--- config.mk ---
export PLATFORM = sky130hd
export DESIGN_NAME = bias_sched
export DESIGN_NICKNAME = d
export VERILOG_FILES = /design/src/rtl/bias_sched_pkg.sv /design/src/rtl/bias_rd_pipe.sv /design/src/rtl/bias_sched.sv
export SDC_FILE = /design/constraint.sdc
export NUM_CORES = 1
export LEC_CHECK = 0
export ABC_AREA = 1
export BUFFER_PORTS_ARGS = -buffer_cell sky130_fd_sc_hd__buf_2
export CORE_ASPECT_RATIO = 1.4
export CORE_MARGIN = 2
export CORE_UTILIZATION = 60
export DETAILED_ROUTE_END_ITERATION = 6
export PLACE_DENSITY = 0.95
export SYNTH_ARGS = -nofsm -noshare
export SYNTH_HDL_FRONTEND = slang
export SYNTH_SLANG_ARGS = --single-unit
--- constraint.sdc ---
create_clock -name clk -period 3.9 [get_ports clk]
set_input_delay 0.39 -clock clk [delete_from_list [all_inputs] [get_ports clk]]
set_output_delay 0.39 -clock clk [all_outputs]
set_load 0.01 [all_outputs]
--- src/rtl/bias_sched_pkg.sv ---
// Shared types and defaults for the bias scheduler and its read pipeline.
package bias_sched_pkg;

    localparam int BIAS_CORE       = 8;
    localparam int BIAS_RD_LAT_DEF = 2;

    typedef enum logic [2:0] {
        IDLE,
        FETCH,
        WAIT,
        RUN,
        NEXT,
        DONE
    } bias_sched_state_t;

    function automatic logic [31:0] sat_inc32(input logic [31:0] v);
        return (v == 32'hFFFF_FFFF) ? v : v + 32'd1;
    endfunction

endpackage

--- src/rtl/bias_rd_pipe.sv ---
// Delays a read-valid and lane index by the memory latency and decodes
// the result into a one-hot register write strobe.
module bias_rd_pipe #(
    parameter int DEPTH = 2,
    parameter int CORE  = 8,
    parameter int LW    = 3
) (
    input  logic            clk,
    input  logic            xrst,
    input  logic            i_valid,
    input  logic [LW-1:0]   i_lane,
    output logic            o_valid,
    output logic [LW-1:0]   o_lane,
    output logic [CORE-1:0] o_we
);

    logic [DEPTH-1:0] r_vld;
    logic [LW-1:0]    r_lane [DEPTH];

    always_ff @(posedge clk or negedge xrst) begin
        if (!xrst) begin
            r_vld <= '0;
            for (int i = 0; i < DEPTH; i++) r_lane[i] <= '0;
        end else begin
            r_vld[0]  <= i_valid;
            r_lane[0] <= i_lane;
            for (int i = 1; i < DEPTH; i++) begin
                r_vld[i]  <= r_vld[i-1];
                r_lane[i] <= r_lane[i-1];
            end
        end
    end

    assign o_valid = r_vld[DEPTH-1];
    assign o_lane  = r_lane[DEPTH-1];

    genvar gi;
    generate
        for (gi = 0; gi < CORE; gi++) begin : g_we
            assign o_we[gi] = r_vld[DEPTH-1] && (r_lane[DEPTH-1] == LW'(gi));
        end
    endgenerate

endmodule

--- src/rtl/bias_sched.sv ---
// Per-layer bias loader: fetches CORE biases per channel group, then gates the
// ctrl stream into the bias stage. Define BIAS_SCHED_PERF_EN to add stall_cnt.
module bias_sched
    import bias_sched_pkg::*;
#(
    parameter int CORE   = BIAS_CORE,
    parameter int BWIDTH = 16,
    parameter int AWIDTH = 12,
    parameter int NWIDTH = 10,
    parameter int RD_LAT = BIAS_RD_LAT_DEF
) (
    input  logic              clk,
    input  logic              xrst,
    input  logic              req,
    input  logic [NWIDTH-1:0] n_out,
    input  logic [AWIDTH-1:0] base_addr,
    output logic              mem_re,
    output logic [AWIDTH-1:0] mem_addr,
    input  logic [BWIDTH-1:0] mem_rdata,
    output logic [CORE-1:0]   bias_we,
    output logic [BWIDTH-1:0] bias_wdata,
    input  logic              in_start,
    input  logic              in_valid,
    input  logic              in_stop,
    output logic              out_start,
    output logic              out_valid,
    output logic              out_stop,
    output logic              busy,
    output logic              ack,
    output logic              err
`ifdef BIAS_SCHED_PERF_EN
    ,
    output logic [31:0]       stall_cnt
`endif
);

    localparam int LW = (CORE > 1) ? $clog2(CORE) : 1;
    // One extra bit so grp_base+CORE cannot overflow near the top of n_out.
    localparam int GW = NWIDTH + 1;

    bias_sched_state_t r_state;
    logic [NWIDTH-1:0] r_n;
    logic [AWIDTH-1:0] r_base;
    logic [GW-1:0]     r_grp;
    logic [LW-1:0]     r_lane;
    logic [LW-1:0]     r_last;
    logic              r_mem_re;
    logic [AWIDTH-1:0] r_mem_addr;
    logic              r_out_start;
    logic              r_out_valid;
    logic              r_out_stop;
    logic              r_busy;
    logic              r_ack;
    logic              r_err;

    logic [GW-1:0]     w_grp_nxt;
    logic              w_pipe_valid;
    logic [LW-1:0]     w_pipe_lane;
    logic [CORE-1:0]   w_pipe_we;

    function automatic logic [LW-1:0] f_last(input logic [GW-1:0] rem);
        return (rem >= GW'(CORE)) ? LW'(CORE - 1) : LW'(rem - GW'(1));
    endfunction

    assign w_grp_nxt = r_grp + GW'(CORE);

    always_ff @(posedge clk or negedge xrst) begin
        if (!xrst) begin
            r_state     <= IDLE;
            r_n         <= '0;
            r_base      <= '0;
            r_grp       <= '0;
            r_lane      <= '0;
            r_last      <= '0;
            r_mem_re    <= 1'b0;
            r_mem_addr  <= '0;
            r_out_start <= 1'b0;
            r_out_valid <= 1'b0;
            r_out_stop  <= 1'b0;
            r_busy      <= 1'b0;
            r_ack       <= 1'b0;
            r_err       <= 1'b0;
        end else begin
            r_ack       <= 1'b0;
            r_out_start <= (r_state == RUN) && in_start;
            r_out_valid <= (r_state == RUN) && in_valid;
            r_out_stop  <= (r_state == RUN) && in_stop;
            if ((r_state != RUN) && (in_start || in_valid || in_stop))
                r_err <= 1'b1;

            case (r_state)
                IDLE: begin
                    if (req) begin
                        r_n    <= n_out;
                        r_base <= base_addr;
                        r_grp  <= '0;
                        r_busy <= 1'b1;
                        if (n_out == '0) begin
                            r_state <= DONE;
                        end else begin
                            r_state    <= FETCH;
                            r_mem_re   <= 1'b1;
                            r_mem_addr <= base_addr;
                            r_lane     <= '0;
                            r_last     <= f_last(GW'(n_out));
                        end
                    end
                end
                FETCH: begin
                    if (r_lane == r_last) begin
                        r_mem_re <= 1'b0;
                        r_state  <= WAIT;
                    end else begin
                        r_lane     <= r_lane + LW'(1);
                        r_mem_addr <= r_mem_addr + AWIDTH'(1);
                    end
                end
                WAIT: begin
                    if (w_pipe_valid && (w_pipe_lane == r_last))
                        r_state <= RUN;
                end
                RUN: begin
                    if (in_stop)
                        r_state <= NEXT;
                end
                NEXT: begin
                    r_grp <= w_grp_nxt;
                    if (w_grp_nxt >= GW'(r_n)) begin
                        r_state <= DONE;
                    end else begin
                        r_state    <= FETCH;
                        r_mem_re   <= 1'b1;
                        r_mem_addr <= r_base + AWIDTH'(w_grp_nxt);
                        r_lane     <= '0;
                        r_last     <= f_last(GW'(r_n) - w_grp_nxt);
                    end
                end
                DONE: begin
                    r_ack   <= 1'b1;
                    r_busy  <= 1'b0;
                    r_state <= IDLE;
                end
                default: r_state <= IDLE;
            endcase
        end
    end

    bias_rd_pipe #(
        .DEPTH (RD_LAT),
        .CORE  (CORE),
        .LW    (LW)
    ) u_rd_pipe (
        .clk     (clk),
        .xrst    (xrst),
        .i_valid (r_mem_re),
        .i_lane  (r_lane),
        .o_valid (w_pipe_valid),
        .o_lane  (w_pipe_lane),
        .o_we    (w_pipe_we)
    );

    assign mem_re     = r_mem_re;
    assign mem_addr   = r_mem_addr;
    assign bias_we    = w_pipe_we;
    // Read data is only meaningful on write cycles; keep the bus quiet otherwise.
    assign bias_wdata = w_pipe_valid ? mem_rdata : '0;
    assign out_start  = r_out_start;
    assign out_valid  = r_out_valid;
    assign out_stop   = r_out_stop;
    assign busy       = r_busy;
    assign ack        = r_ack;
    assign err        = r_err;

`ifdef BIAS_SCHED_PERF_EN
    logic [31:0] r_stall_cnt;

    always_ff @(posedge clk or negedge xrst) begin
        if (!xrst) begin
            r_stall_cnt <= '0;
        end else if ((r_state == IDLE) && req) begin
            r_stall_cnt <= '0;
        end else if (r_busy && ((r_state == FETCH) || (r_state == WAIT) || (r_state == NEXT))) begin
            r_stall_cnt <= sat_inc32(r_stall_cnt);
        end
    end

    assign stall_cnt = r_stall_cnt;
`endif

endmodule

Yosys cells after proc, flatten, opt, wreduce, memory -nomap -nowiden

Cells that the tools add are included.

Flip-flop bits (word level): 69
Bits of input ports: 44
Output and inout port bits: 43
Word-level logic and storage cells: 111

Magnitude comparators: 3
Reductions and logical operators: 28
Add/subtract/negate cells: 7
Eq/ne operators: 22
Multiplexer cells: 34

Operators by type and width:

| operator                | count |
|---|---|
| $mux W12                | 4 |
| $mux W3                 | 15 |
| $pmux W12 S3            | 1 |
| $pmux W11 S2            | 1 |
| $eq A3 B3 Y1 const B    | 6 |
| $mux W16                | 1 |
| $pmux W3 S5             | 1 |
| $ne A2 B2 Y1 const B    | 7 |
| $logic_and A1 B1 Y1     | 13 |
| $add A12 B1 Y12 const B | 1 |
| $add A12 B11 Y12        | 1 |
| $eq A3 B2 Y1 const B    | 4 |
| $add A11 B4 Y11 const B | 1 |
| $ge A11 B10 Y1          | 1 |
| $ge A11 B4 Y1 const B   | 1 |
| $mux W11                | 1 |
| $sub A10 B11 Y11        | 1 |
| $ge A10 B4 Y1 const B   | 1 |
| $logic_not A10 Y1       | 1 |
| $reduce_and A5 Y1       | 2 |
| $pmux W3 S3             | 1 |
| $reduce_and A4 Y1       | 2 |
| $eq A3 B1 Y1 const B    | 2 |
| $eq A3 B3 Y1            | 2 |
| 12 further kinds        | 23 |

Logic depth before layout (Yosys ltp)

Depth in word-level cells: 6
Depth in mapped cells: 19

Cells and area by module

Synthesis repeated with hierarchy kept, for this count alone.

Cell total of the unflattened synthesis: 631
Area, all modules: 4470.5 um2

By module, submodules not included:

| module       | cells each | instances | area an instance (um2) |
|---|---|---|---|
| bias_sched   | 603        | 1         | 4184.0 |
| bias_rd_pipe | 28         | 1         | 286.5 |

Least setup slack after synthesis

No wires, ideal clock.

Path kind: register to register
Start point: register r_grp[3]
End point: register r_mem_addr[10] (netlist: mem_addr[10])
Data arrival time: 2249 ps
Clock period less this slack: 2368 ps
Slack: 1532 ps
Buffers on the path: 1
Cell stages (with the launch flop): 16
Cells stage by stage: dfrtp_1 > ha_1 > nand2_1 > nor2_1 > nand2_1 > xor2_1 > ha_1 > nand2_1 > nor2_1 > and3_1 > nor2_2 > nand2_2 > nand2_4 > nand3_4 > buf_6 > o21a_1

Cells in the longest elaborated chain, start to end: 4

RTL lines:

| what                                                      | RTL line                             | source |
|---|---|---|
| start: declaration                                        | bias_sched.sv:44                     | `logic [GW-1:0] r_grp;` |
| start signal: assignment                                  | bias_sched.sv:127                    | `r_grp <= w_grp_nxt;` |
| $add A11 B4 Y11 *                                         | bias_sched.sv:65                     | `assign w_grp_nxt = r_grp + GW'(CORE);` |
| $add A12 B11 Y12 / $ge A11 B10 Y1 (equally long branches) | bias_sched.sv:133, bias_sched.sv:128 |  |
| $mux W12 / $ne A2 B2 Y1 (equally long branches)           | n/a                                  |  |
| $pmux W12 S3 / $reduce_and A5 Y1 (equally long branches)  | n/a                                  |  |
| end signal: assignment                                    | bias_sched.sv:103                    | `r_mem_addr <= base_addr;` |
| end signal: assignment                                    | bias_sched.sv:115                    | `r_mem_addr <= r_mem_addr + AWIDTH'(1);` |
| end signal: assignment                                    | bias_sched.sv:133                    | `r_mem_addr <= r_base + AWIDTH'(w_grp_nxt);` |
| end: declaration                                          | bias_sched.sv:48                     | `logic [AWIDTH-1:0] r_mem_addr;` |

Mark *: on every way between the ends. The rest lies on a longest branch, timed or not. The select of a mux whose other input is x is not followed.
A chain may end at the register's enable or synchronous reset.

Worst setup path in the final report

Start point: register r_grp[3]
End point: register r_lane[1]

Cells in the longest elaborated chain, start to end: 4

RTL lines:

| what                               | RTL line          | source |
|---|---|---|
| $add A11 B4 Y11                    | bias_sched.sv:65  |  |
| $ge A11 B10 Y1                     | bias_sched.sv:128 | `if (w_grp_nxt >= GW'(r_n)) begin` |
| $ne A2 B2 Y1 (no source line)      | n/a               |  |
| $reduce_and A5 Y1 (no source line) | n/a               |  |
| end signal: assignment             | bias_sched.sv:114 | `r_lane <= r_lane + LW'(1);` |
| end: declaration                   | bias_sched.sv:45  | `logic [LW-1:0] r_lane;` |

Every way passes these cells.

==> impl_summary.md <==
STA
On the final layout, the worst clock skew is 0.009884 ns. The worst path needs 2.945 ns of the cycle, external delays included. For the pin with the worst max-slew slack, the measured transition is 1.106 ns.

For this run, the top clock speed supported by timing is 339.6 MHz. Headroom to the max-slew limit came out at 26.24%. The share of the clock period used by the worst path after layout is 75.51%. The total of endpoints with negative setup slack in the final report is 0. The final number of hold-violating endpoints is 0. The number of pins exceeding their max-slew limit in the final report is 0. Setup repair after global routing left no endpoint under its margin.

In the final timing run, aggregate negative setup slack is 0 ns. On the final layout, the worst hold slack is 0.2231 ns.

Clock network
The number of cells upsized or downsized after cts is 0. TritonCTS built the clock tree. The clock drives 66 sinks. The hold buffer count at CTS is 0.

After clock tree synthesis, the clock-pin slew on the worst setup and hold paths is 0.07 ns. The number of buffers inserted to repair setup after CTS is 0. The number of buffers on the longest clock path is 2. In this run, CTS created clock tree buffers numbering 9. Clock latency on the worst-skew pair, taken at its later pin, is 0.36 ns.

The H-tree was split into 3 levels. In this run the clock root is driven by a clkbuf_8.

GRT
The met3 demand-to-capacity share in global routing is 6.822%. Entering global routing, the biggest net connects 50 pins. Global routing consumed, on the met1 layer, 32.54% of the routing resources.

The overall global routing resource usage is 30.04%. met2 is the most crowded layer. For this run the aggregate overflow at the end of global routing stands at 0.

The number of global-route vias before repair is 4370. The wire length of the first global-routing pass is 19290 um. The initial antenna violation count came to 0. The global routing met2 resource utilization is 55.04%.

Pwr
The cell leakage power is 3.072 nW. Power spread over the standard cell area amounts to 275.6 mW/mm^2. The worst-case IR drop observed on VDD is 0.0002877 V.

Min path
In this run the worst hold path is classified as input pin to asynchronous set/reset pin.

Routing
The detailed router's first-iteration violation count is 434. After detailed routing, the number of vias per cell comes to 5.559. Dividing the detail-routed wire length by the instance count gives 14.39 um.

The detail route stage leaves a number of antenna-violating nets equal to 0. The count of TritonRoute iterations in the first routing pass is 5. The number of remaining DRC errors is 0.

For this block, the routed nets add up to 11800 um of wire. The detailed-route via count is 4558.

Logic synthesis
Counting every net in the synthesized netlist gives 699. The number of cells produced by synthesis is 632. The most used flip-flop cell after synthesis is dfrtp_1. In this run the mean area of a mapped cell was 6.884 um^2. The synthesized netlist occupies a cell area of 0.004350 mm^2. After synthesis the netlist holds a flip-flop and latch count of 66. Synthesis instantiated 37 different standard cells from the library.

The proportion of synthesized flip-flops having asynchronous set or reset is 100.0%. The number of warnings issued by yosys is 0. The sequential fraction of the synthesis area is 37.96%. The number of synthesized flops with an enable pin is 0.

Floorplan
The y dimension of the die is 104.8 um. Row generation in the floorplan step produced 36 rows. The die covers 0.007957 mm^2.

The die extent in x is 75.97 um. The initial utilization of the core area, before any placement, comes to 62.31%. 87 I/O pins were placed.

After floorplanning, the core was sized to cover 0.006982 mm^2.

Place
The placed wire-length estimate is 8736 um. The total instance count after detailed placement is 804. The instance area after placement is 0.004853 mm^2. The total of buffers placed on input and output ports is 86. The congestion estimate from routability-driven global placement came to 0.9661.

Final layout
From synthesis to final layout, the design area changed by 16.59%. The repair_antennas step left the layout with diodes totalling 0. The share of the core filled with cells is 72.65%. Of the cells placed in the final design, the portion with a size suffix greater than 1 is 18.62%. For this run, the number of standard cells in the final layout without fillers is 820. The net count of the finished layout is 787. With fillers left out, the area of the finished cells amounts to 0.005072 mm^2.

Critical path
The worst setup path is captured at a register. The category of the worst setup path launch point is a register. Data on the critical path arrives at its endpoint at 3.18 ns.

The flop-to-flop setup slack is 0.96 ns. The required time of the worst setup path is 4.14 ns. The largest fanout of any net on the critical path is 30. The critical path is of the register to register type.

Status
The flow ran to the end, and the final reports show no timing, DRC or antenna violations.

Job
Max-cap violations in this run came to 0.
-- sequential cells by signal, summed over array words and instances (netlist names) --
| register | count |
|---|---|
| r_n | 10 |
| u_rd_pipe.r_lane | 3 |
| r_last | 3 |
| mem_re | 1 |
| u_rd_pipe.o_lane | 3 |
| busy | 1 |
| mem_addr | 12 |
| r_grp | 8 |
| ack | 1 |
| out_start | 1 |
| u_rd_pipe.r_vld | 2 |
| r_lane | 3 |
| err | 1 |
| r_base | 12 |
| out_valid | 1 |
| r_state | 3 |
| out_stop | 1 |
-- Yosys cell counts (3+ instances only) --
| cell | count | area share (%) |
|---|---|---|
| a21oi_1 | 19 | 2.2 |
| buf_2 | 4 | 0.46 |
| clkbuf_1 | 4 | 0.35 |
| dfrtp_1 | 66 | 38 |
| ha_1 | 23 | 6.6 |
| inv_1 | 93 | 8.0 |
| inv_2 | 10 | 0.86 |
| nand2_1 | 209 | 18 |
| nand2_2 | 3 | 0.43 |
| nand3_1 | 35 | 4.0 |
| nand3b_1 | 3 | 0.52 |
| nand4_1 | 10 | 1.4 |
| nor2_1 | 54 | 4.7 |
| nor2_2 | 6 | 0.86 |
| nor3_1 | 8 | 0.92 |
| o21ai_0 | 34 | 3.9 |
| o21ai_1 | 11 | 1.3 |
| o22ai_1 | 6 | 0.86 |
| or2_2 | 5 | 0.72 |
| xnor2_1 | 4 | 0.81 |
| xor2_1 | 4 | 0.81 |
-- report_power, final --
group	internal, W	switching (W)
Sequential	0.000684	0
Combinational	0.0000253	0.0000405
Clock	0.000375	0.000273
Total	0.00108	0.000313
-- final cells by class --
type / count / area (um^2)
Clock buffer: 11 / 141.4
Clock inverter: 5 / 77.57
Fill cell: 512 / 1909
Inverter: 103 / 386.6
Multi-Input combinational cell: 451 / 2243
Sequential cell: 66 / 1652
Tap cell: 95 / 118.9
Timing Repair Buffer: 89 / 452.9
-- cells in the final DEF (no fill, tap or decap), types with 2 or more instances in the layout --
cell type    n
nor3_1       8
a221oi_1     2
nor2_4       2
dfrtp_1     66
nand3_1     35
bufinv_16    2
nor2_2       6
xnor2_1      4
o21bai_1     2
or2_2        5
buf_2       86
clkbuf_8    10
nand2_2      3
clkinv_2     2
nand4_1     10
a21oi_1     19
inv_2       10
nand2_1    209
o22ai_1      6
buf_4        3
ha_1        23
xor2_1       4
o21ai_1     11
nand3b_1     3
nor2_1      54
inv_1       93
o21ai_0     34
nand3_2      2
-- routing by layer --
layer | wire length, um | up-vias
met5 | 0 | -
met4 | 384 | 0
met3 | 863 | 48
met2 | 6284 | 223
met1 | 4271 | 2125
li1 | - | 2162
-- path summary, 6_finish.rpt --
path                                          start                   to  cells past startpoint
max in group asynchronous                      xrst             r_grp[6]                      2
worst min-delay path                           xrst         mem_addr[10]                      1
worst max register to register             r_grp[3]            r_lane[1]                     17
worst min register to register  u_rd_pipe.r_lane[4]  u_rd_pipe.o_lane[1]                      0
worst max-delay path                       r_grp[3]            r_lane[1]                     17
min in group clk                           n_out[4]               r_n[4]                      3
-- critical path, stage by stage, from the launching register on --
cell and delay [ns]:
dfrtp_1 0.44, ha_1 0.25, nand2_1 0.11, inv_1 0.06
nor2_1 0.17, inv_1 0.12, ha_1 0.38, nand2_1 0.11
nor2_2 0.13, nand3_1 0.11, nand3_2 0.10, nand2_1 0.06
nand2_1 0.08, nand2_2 0.07, nand2_4 0.08, nand3_4 0.27
nand2_1 0.18, o21ai_1 0.09
-- metrics by stage --
step	total power [W]	worst slack [ns]
finish	0.001398	0.9553
global route	0.001447	0.7535
CTS	0.001404	1.034
detailed placement	0.0007613	1.117
global placement	0.0007593	1.287
floorplan	0.0007177	1.532
-- logic make-up (layout without fill, tap and decap cells) --
family,Yosys count,count (layout),share of synthesized area [%]
and+or+nand+nor,340,340,33.39
buffers and inverters,115,208,10.47
AOI/OAI and AO/OA,79,79,9.865
DFF,66,66,37.96
adders and majority gates,23,23,6.615
xor gates and xnor gates,8,8,1.610
other,1,1,0.08620
Note: power is estimated with default switching activity, not from simulation.
